==> src/rtl/rice_block_decoder_if.sv <==
// Handshake bundle between the bit unpacker (master) and the Rice block decoder (slave).
interface rice_block_decoder_if #(
    parameter int unsigned J_W    = 6,
    parameter int unsigned K_W    = 5,
    parameter int unsigned DATA_W = 16
);
    logic              start;
    logic              stop;
    logic [J_W-1:0]    j;
    logic [K_W-1:0]    k;
    logic              mode;
    logic              bit_in;
    logic              bit_valid;
    logic              bit_ready;
    logic [DATA_W-1:0] samp_out;
    logic              samp_valid;
    logic [J_W-1:0]    samp_idx;
    logic              busy;
    logic              done;
    logic              err;

    modport master (
        output start, stop, j, k, mode, bit_in, bit_valid,
        input  bit_ready, samp_out, samp_valid, samp_idx, busy, done, err
    );

    modport slave (
        input  start, stop, j, k, mode, bit_in, bit_valid,
        output bit_ready, samp_out, samp_valid, samp_idx, busy, done, err
    );
endinterface

==> src/rtl/rice_block_decoder.sv <==
// Rice block decoder: serial bits in, j samples per block out (unary quotient + k-bit
// remainder, or raw DATA_W-bit bypass), with quotient-overflow error detection.
module rice_block_decoder #(
    parameter int unsigned J_W    = 6,
    parameter int unsigned K_W    = 5,
    parameter int unsigned DATA_W = 16,
    parameter int unsigned QMAX   = 64
) (
    input logic                 clk,
    input logic                 reset,
    rice_block_decoder_if.slave bus
);
    localparam int unsigned Q_W  = $clog2(QMAX + 1);
    localparam int unsigned RB_W = $clog2(DATA_W + 1);
    localparam int unsigned BC_W = (K_W > RB_W) ? K_W : RB_W;

    typedef enum logic [2:0] {StIdle, StQuot, StRem, StRaw, StEmit, StDone} state_e;

    state_e            state_q, state_d;
    logic [J_W-1:0]    j_q, cnt_q;
    logic [K_W-1:0]    k_q;
    logic              mode_q;
    logic [Q_W-1:0]    q_q;
    logic [DATA_W-1:0] sr_q, hold_q;
    logic [BC_W-1:0]   bcnt_q;
    logic              err_q;

    logic              accept, last_rem, last_raw, q_ovf, last_samp;
    logic [DATA_W-1:0] emit_val;

    assign bus.bit_ready  = (state_q == StQuot) || (state_q == StRem) || (state_q == StRaw);
    assign accept         = bus.bit_valid && bus.bit_ready;
    assign last_rem       = (bcnt_q + BC_W'(1)) == BC_W'(k_q);
    assign last_raw       = (bcnt_q + BC_W'(1)) == BC_W'(DATA_W);
    assign q_ovf          = q_q == Q_W'(QMAX - 1);
    assign last_samp      = (cnt_q + J_W'(1)) == j_q;
    // Shifting past DATA_W drops the quotient entirely, leaving only r's low bits.
    assign emit_val       = mode_q ? sr_q : ((DATA_W'(q_q) << k_q) | sr_q);

    assign bus.samp_valid = state_q == StEmit;
    assign bus.samp_out   = (state_q == StEmit) ? emit_val : hold_q;
    assign bus.samp_idx   = cnt_q;
    assign bus.busy       = state_q != StIdle;
    assign bus.done       = state_q == StDone;
    assign bus.err        = err_q;

    always_ff @(posedge clk) begin
        if (reset) state_q <= StIdle;
        else       state_q <= state_d;
    end

    always_comb begin
        state_d = state_q;
        unique case (state_q)
            StIdle: begin
                if (bus.start) begin
                    if (bus.j == '0)    state_d = StDone;
                    else if (bus.mode)  state_d = StRaw;
                    else                state_d = StQuot;
                end
            end
            StQuot: begin
                if (accept) begin
                    if (bus.bit_in) state_d = (k_q != '0) ? StRem : StEmit;
                    else if (q_ovf) state_d = StDone;
                end
            end
            StRem:  if (accept && last_rem) state_d = StEmit;
            StRaw:  if (accept && last_raw) state_d = StEmit;
            StEmit: state_d = last_samp ? StDone : (mode_q ? StRaw : StQuot);
            StDone: state_d = StIdle;
            default: state_d = StIdle;
        endcase
        if (bus.stop) state_d = StIdle;
    end

    always_ff @(posedge clk) begin
        if (reset) begin
            j_q    <= '0;
            k_q    <= '0;
            mode_q <= 1'b0;
            q_q    <= '0;
            sr_q   <= '0;
            bcnt_q <= '0;
            cnt_q  <= '0;
            err_q  <= 1'b0;
            hold_q <= '0;
        end else if (bus.stop) begin
            q_q    <= '0;
            sr_q   <= '0;
            bcnt_q <= '0;
            cnt_q  <= '0;
        end else begin
            unique case (state_q)
                StIdle: begin
                    if (bus.start) begin
                        j_q    <= bus.j;
                        k_q    <= bus.k;
                        mode_q <= bus.mode;
                        err_q  <= 1'b0;
                        q_q    <= '0;
                        sr_q   <= '0;
                        bcnt_q <= '0;
                        cnt_q  <= '0;
                    end
                end
                StQuot: begin
                    if (accept) begin
                        if (bus.bit_in) begin
                            sr_q   <= '0;
                            bcnt_q <= '0;
                        end else begin
                            q_q <= q_q + Q_W'(1);
                            if (q_ovf) err_q <= 1'b1;
                        end
                    end
                end
                StRem, StRaw: begin
                    if (accept) begin
                        sr_q   <= DATA_W'({sr_q, bus.bit_in});
                        bcnt_q <= bcnt_q + BC_W'(1);
                    end
                end
                StEmit: begin
                    hold_q <= emit_val;
                    cnt_q  <= cnt_q + J_W'(1);
                    q_q    <= '0;
                    sr_q   <= '0;
                    bcnt_q <= '0;
                end
                default: ;
            endcase
        end
    end
endmodule
==> src/flat_wrapper.sv <==
// flat-port wrapper written by rule: the top's interface ports become plain ports
module rice_block_decoder_flat 
#(
    parameter int unsigned J_W    = 6,
    parameter int unsigned K_W    = 5,
    parameter int unsigned DATA_W = 16,
    parameter int unsigned QMAX   = 64
)
  (clk, reset, bus_start, bus_stop, bus_j, bus_k, bus_mode, bus_bit_in, bus_bit_valid, bus_bit_ready, bus_samp_out, bus_samp_valid, bus_samp_idx, bus_busy, bus_done, bus_err);
  rice_block_decoder_if #(.J_W(J_W), .K_W(K_W), .DATA_W(DATA_W)) bus_i ();
  input logic clk;
  input logic reset;
  input wire logic [$bits(bus_i.start)-1:0] bus_start;
  input wire logic [$bits(bus_i.stop)-1:0] bus_stop;
  input wire logic [$bits(bus_i.j)-1:0] bus_j;
  input wire logic [$bits(bus_i.k)-1:0] bus_k;
  input wire logic [$bits(bus_i.mode)-1:0] bus_mode;
  input wire logic [$bits(bus_i.bit_in)-1:0] bus_bit_in;
  input wire logic [$bits(bus_i.bit_valid)-1:0] bus_bit_valid;
  output wire logic [$bits(bus_i.bit_ready)-1:0] bus_bit_ready;
  output wire logic [$bits(bus_i.samp_out)-1:0] bus_samp_out;
  output wire logic [$bits(bus_i.samp_valid)-1:0] bus_samp_valid;
  output wire logic [$bits(bus_i.samp_idx)-1:0] bus_samp_idx;
  output wire logic [$bits(bus_i.busy)-1:0] bus_busy;
  output wire logic [$bits(bus_i.done)-1:0] bus_done;
  output wire logic [$bits(bus_i.err)-1:0] bus_err;
  assign bus_i.start = bus_start;
  assign bus_i.stop = bus_stop;
  assign bus_i.j = bus_j;
  assign bus_i.k = bus_k;
  assign bus_i.mode = bus_mode;
  assign bus_i.bit_in = bus_bit_in;
  assign bus_i.bit_valid = bus_bit_valid;
  assign bus_bit_ready = bus_i.bit_ready;
  assign bus_samp_out = bus_i.samp_out;
  assign bus_samp_valid = bus_i.samp_valid;
  assign bus_samp_idx = bus_i.samp_idx;
  assign bus_busy = bus_i.busy;
  assign bus_done = bus_i.done;
  assign bus_err = bus_i.err;
  rice_block_decoder #(.J_W(J_W), .K_W(K_W), .DATA_W(DATA_W), .QMAX(QMAX)) u_core (.clk(clk), .reset(reset), .bus(bus_i));
endmodule
==> config.mk <==
export PLATFORM = sky130hd
export DESIGN_NAME = rice_block_decoder_flat
export DESIGN_NICKNAME = d
export VERILOG_FILES = /design/src/rtl/rice_block_decoder_if.sv /design/src/rtl/rice_block_decoder.sv /design/src/flat_wrapper.sv
export SDC_FILE = /design/constraint.sdc
export NUM_CORES = 1
export LEC_CHECK = 0
export ABC_AREA = 1
export ABC_CLOCK_PERIOD_IN_PS = 3330
export CORE_ASPECT_RATIO = 1.75
export CORE_MARGIN = 4
export CORE_UTILIZATION = 55
export DETAILED_ROUTE_END_ITERATION = 16
export PLACE_DENSITY = 0.81
export SLEW_MARGIN = 20
export SYNTH_ARGS = -nofsm -noshare
export SYNTH_HDL_FRONTEND = slang
export SYNTH_SLANG_ARGS = --single-unit
==> constraint.sdc <==
create_clock -name clk -period 3.33 [get_ports clk]
set_clock_uncertainty 0.15 [all_clocks]
set_input_delay 0.8325 -clock clk [delete_from_list [all_inputs] [get_ports clk]]
set_output_delay 0.8325 -clock clk [all_outputs]
set_load 0.05 [all_outputs]
; ---- Yosys cells after proc, flatten, opt, wreduce, memory -nomap -nowiden
; Index checks and enable logic that the tools add are counted.
[classes]
muxes = 35
reduce_logical = 21
add_sub_neg = 3
eq_ne = 18
bitwise = 2
shift = 1
[op_table]
columns = operator, count
row1 = 2-to-1 mux 16 bit, 6
row2 = one-hot mux 16 bit (4 select lines), 1
row3 = 2-to-1 mux 3 bit, 9
row4 = 2-to-1 mux 7 bit, 3
row5 = one-hot mux 7 bit (3 select lines), 1
row6 = 2-to-1 mux 5 bit, 4
row7 = one-hot mux 5 bit (4 select lines), 1
row8 = bitwise OR 16 bit, 1
row9 = left shift 7 x 5 -> 16 bit, 1
row10 = one-hot mux 3 bit (5 select lines), 1
row11 = one-hot mux 6 bit (2 select lines), 1
row12 = != test 2 bit (second input constant), 5
row13 = AND reduction 5 bit, 2
row14 = adder 7 x 1 -> 7 bit (second input constant), 1
row15 = equality test 7 x 6 -> 1 bit (second input constant), 1
row16 = adder 6 x 1 -> 6 bit (second input constant), 1
row17 = equality test 3 x 2 -> 1 bit (second input constant), 2
row18 = equality test 3 bit (second input constant), 2
row19 = equality test 6 bit, 1
row20 = zero test 6 bit, 1
row21 = 2-to-1 mux 6 bit, 1
row22 = != test 2 x 1 -> 1 bit (second input constant), 3
row23 = AND reduction 6 bit, 1
row24 = nonzero test 3 bit, 2
row25 = 19 further kinds, 28
[totals]
input_bits = 18
wordCells = 90
output_inout_bits = 27
ff_bits = 66

; ---- Logic depth before layout (Yosys ltp)
[depth]
ltp_word = 7
ltp_mapped = 13
depth_no_buf = 12

; ---- Least setup slack after synthesis
; OpenSTA, ideal clock, no wires.
[synth_timing]
kind = flip-flop to output port
from = register u_core.state_q[2]
to = output port bus_samp_out[0]
stages_incl_launch_ff = 7
setup_slack_ps = 507
arrival_time_ps = 1840
cell_sequence = dfxtp_1 buf_2 inv_1 nor2_2 buf_2 nor2_1 a21oi_1
[synth_between]
elab_chain_cells = 2
[synth_rtl]
columns = element, line_no
row1 = start: declaration, rice_block_decoder.sv:19  ; state_e state_q, state_d;
row2 = start signal: assignment, rice_block_decoder.sv:48  ; if (reset) state_q <= StIdle;
row3 = start signal: assignment, rice_block_decoder.sv:49  ; else state_q <= state_d;
row4 = equality test 3 bit, rice_block_decoder.sv:41  ; assign bus.samp_out = (state_q == StEmit) ? emit_val : hold_q;
row5 = 2-to-1 mux 16 bit, rice_block_decoder.sv:41
row6 = end: declaration, flat_wrapper.sv:21  ; output wire logic [$bits(bus_i.samp_out)-1:0] bus_samp_out;
; No other way between the ends.

; ---- Worst setup path after layout
[layout_timing]
from = register u_core.state_q[2]
to = output port bus_samp_out[12]
; Same word-level chain as after synthesis.

==> flow_summary.yaml <==
worst_setup_path:
  r2r_slack_ps: 1170
  cpPeakStageDelay_ps: 570
  worstReg2RegEnd: "u_core.k_q[1]"
  path_cells: "inv_1 > nor2_2 > inv_2 > nor3_1 > nand2_1 > o21ai_0 > inv_1 > buf_4"
  worst_path_max_delay_cell: "dfxtp_1"
  crit_fanout: 17
  cp-start-kind: "register"
  arrival_ps: 2120
  cp.required_ps: 2350
  cp_top_family: "flip-flops"
  crit_buf_inv: 4
  end_kind: "primary output"
  crit_type: "reg -> out"
  ff2ff_path_depth: 8
  timing.rr.start: "u_core.state_q[1]"
  path_common_cell: "inv_1"
finish:
  multiInputGateArea_um2: 2030
  syn_to_final_growth_pct: 19.4
  drive_gt1_share_pct: 11.0
  regArea_um2: 1320
  finish.utilization_pct: 68.6
  diodes: 0
  nets: 639
  fillers: 592
synth:
  yosysUniqueCellTypes: 37
  ys.flop_type: "dfxtp_1"
  synthArstFlopShare_pct: 0
  syn_inst: 581
  syn_area_um2: 3780
  synth-warning-count: 0
  ys_seq_area_share_pct: 34.9
  postSynthNetCount: 603
  ys_ff_latch: 66
  synth_area_per_cell_um2: 6.51
  synth-edff-count: 0
clocking:
  cts_hold_buffers: 0
  htree_levels: 3
  cts_resized: 0
  clk-insertion-delay-late_ps: 330
  cts_max_path_buffers: 2
  cts_buffers: 9
  clk_pin_slew_ps: 50
  ctsRootBufferMaster: "clkbuf_16"
  cts_tree: "built"
  post_cts.repair.setup_buffers: 0
  cts_sinks: 66
sta:
  fin_tns_setup_ps: 0
  relSlewSlack_pct: 50.7
  period_minus_slack_ps: 3100
  drv_slew: 0
  tightestPinTransition_ps: 738
  min_period_over_period_pct: 93.1
  rsz0062_at_grt: "false"
  hold_viol: 0
  fmax_mhz: 322
  setup_violations: 0
  hold_ws_ps: 324
die:
  die_area_um2: 8320
  start_util_pct: 57.4
  core_um2: 6590
  row_count: 39
  io_pins: 45
  die_height_um: 118
  die_x_um: 70.7
route:
  num_vias: 3920
  post_drt_wl_per_cell_um: 15.5
  drt_iter0_drc: 302
  totalWireLength_um: 10900
  drc_errors: 0
  viasPerCell: 5.58
  first_pass_iters: 5
  ant_nets: 0
power:
  leakage_nw: 1.93
  pwr-share-comb_pct: 20.5
  p_per_area_nw_per_um2: 479
  p_int_mw: 1.49
  max-vdd-ir-drop_uv: 398
  p_seq_share_pct: 39.0
  switching_share_pct: 31.0
  netSwitchingPower_mw: 0.671
  power_frac_clock_pct: 40.5
grt:
  grt_remaining_overflow: 0
  grt_max_degree: 32
  first_global_vias: 3713
  grt_usage_pct: 26.6
  grt_pass1_wl_um: 17700
  antenna_found_initial: 0
run_status:
  status: "finished clean"
placed_design:
  gp_congestion: 0.939
  place.port_buffers: 44
  place_hpwl_um: 8150
hold_path:
  hold_class: "reg -> reg"
  hold_depth: 2
  hp-start: "u_core.j_q[1]"
  hold_end: "u_core.j_q[1]"
flow_run:
  drv_cap: 0
==> cells in the mapped netlist, types with 4 or more instances <==
master,count,share of area (%)
nor2_1,81,8.0
nand4_1,8,1.3
clkbuf_1,11,1.1
inv_1,71,7.0
buf_2,12,1.6
nand3_1,34,4.5
nor3_1,9,1.2
ha_1,4,1.3
a22oi_1,19,3.8
o21ai_0,52,6.9
dfxtp_1,66,35
a21oi_1,41,5.4
nor2_4,5,1.5
nand2_2,6,0.99
nand2_1,126,13
==> power groups by stage <==
stage / clock network (mW) / registers (mW) / logic [mW]
after detailed placement: 0 / 0.860 / 0.440
after global placement: 0 / 0.859 / 0.433
final: 0.876 / 0.844 / 0.443
after floorplan: 0 / 0.854 / 0.319
after CTS: 0.878 / 0.843 / 0.442
after global routing: 0.914 / 0.847 / 0.482
==> per-layer routing <==
layer	vias to the layer above	GRT usage, %	part of all wire [%]
met5	-	0	0
met3	50	4.36	4.0
met1	1804	27.4	36
met2	107	47.2	53
li1	1959	-	-
met4	0	18.6	7.2
==> tightest hold or removal path, stage by stage, from the launching register on <==
cell	delay, ps
dfxtp_1	300
inv_1	70
a21oi_1	60
==> flip-flops by register name, summed over array words and instances, names as in the netlist <==
| register | flops |
|---|---|
| u_core.bus.samp_idx | 6 |
| u_core.mode_q | 1 |
| u_core.bus.err | 1 |
| u_core.q_q | 7 |
| u_core.state_q | 3 |
| u_core.hold_q | 16 |
| u_core.sr_q | 16 |
| u_core.bcnt_q | 5 |
| u_core.j_q | 6 |
| u_core.k_q | 5 |
==> cell type report <==
class	instances	area share [%]
multi-input cells	411	45.0
flip-flops and latches	66	29.3
repair buffers	51	10.8
inverters	78	6.65
clock buffers	12	5.68
well taps	82	2.27
clock inverters	3	0.332
==> stage by stage <==
stage	cell area, um^2	total power, mW	setup WS [ps]	cells
6_report	4520	2.16	228	703
3_5_place_dp	4250	1.30	473	688
3_3_place_gp	4250	1.29	527	688
2_1_floorplan	3780	1.17	507	581
4_1_cts	4520	2.16	236	703
5_1_grt	4520	2.24	41.0	703
==> worst max path at each step <==
stage	from	to	slack [ps]	depth (start not counted)
after floorplan	u_core.state_q[2]	bus_samp_out[0]	510	6
after global placement	bus_bit_valid	u_core.bcnt_q[3]	530	9
after detailed placement	bus_bit_valid	u_core.bcnt_q[3]	470	9
after CTS	u_core.state_q[2]	bus_samp_out[12]	240	8
after global routing	u_core.k_q[0]	bus_samp_out[14]	40	9
final	u_core.state_q[2]	bus_samp_out[12]	230	8
==> cell families after synthesis <==
kind of cell,share of synthesized area (%)
AND/OR/NAND/NOR,34.1
AO/OA/AOI/OAI,18.3
buffers and inverters,11.3
flip-flops,34.9
adder cells (fa/ha/maj),1.32
==> cells in the final DEF, fill, tap and decap left out, types with 6 or more instances in the layout <==
master,count
nor2_1,81
buf_4,21
inv_1,71
dfxtp_1,66
a21oi_1,41
nor3_1,9
nand2_1,126
nand3_1,34
nand4_1,8
nand2_2,6
clkbuf_16,9
o21ai_0,52
a22oi_1,19
clkdlybuf4s50_1,27
(Power assumes the default switching activity.)
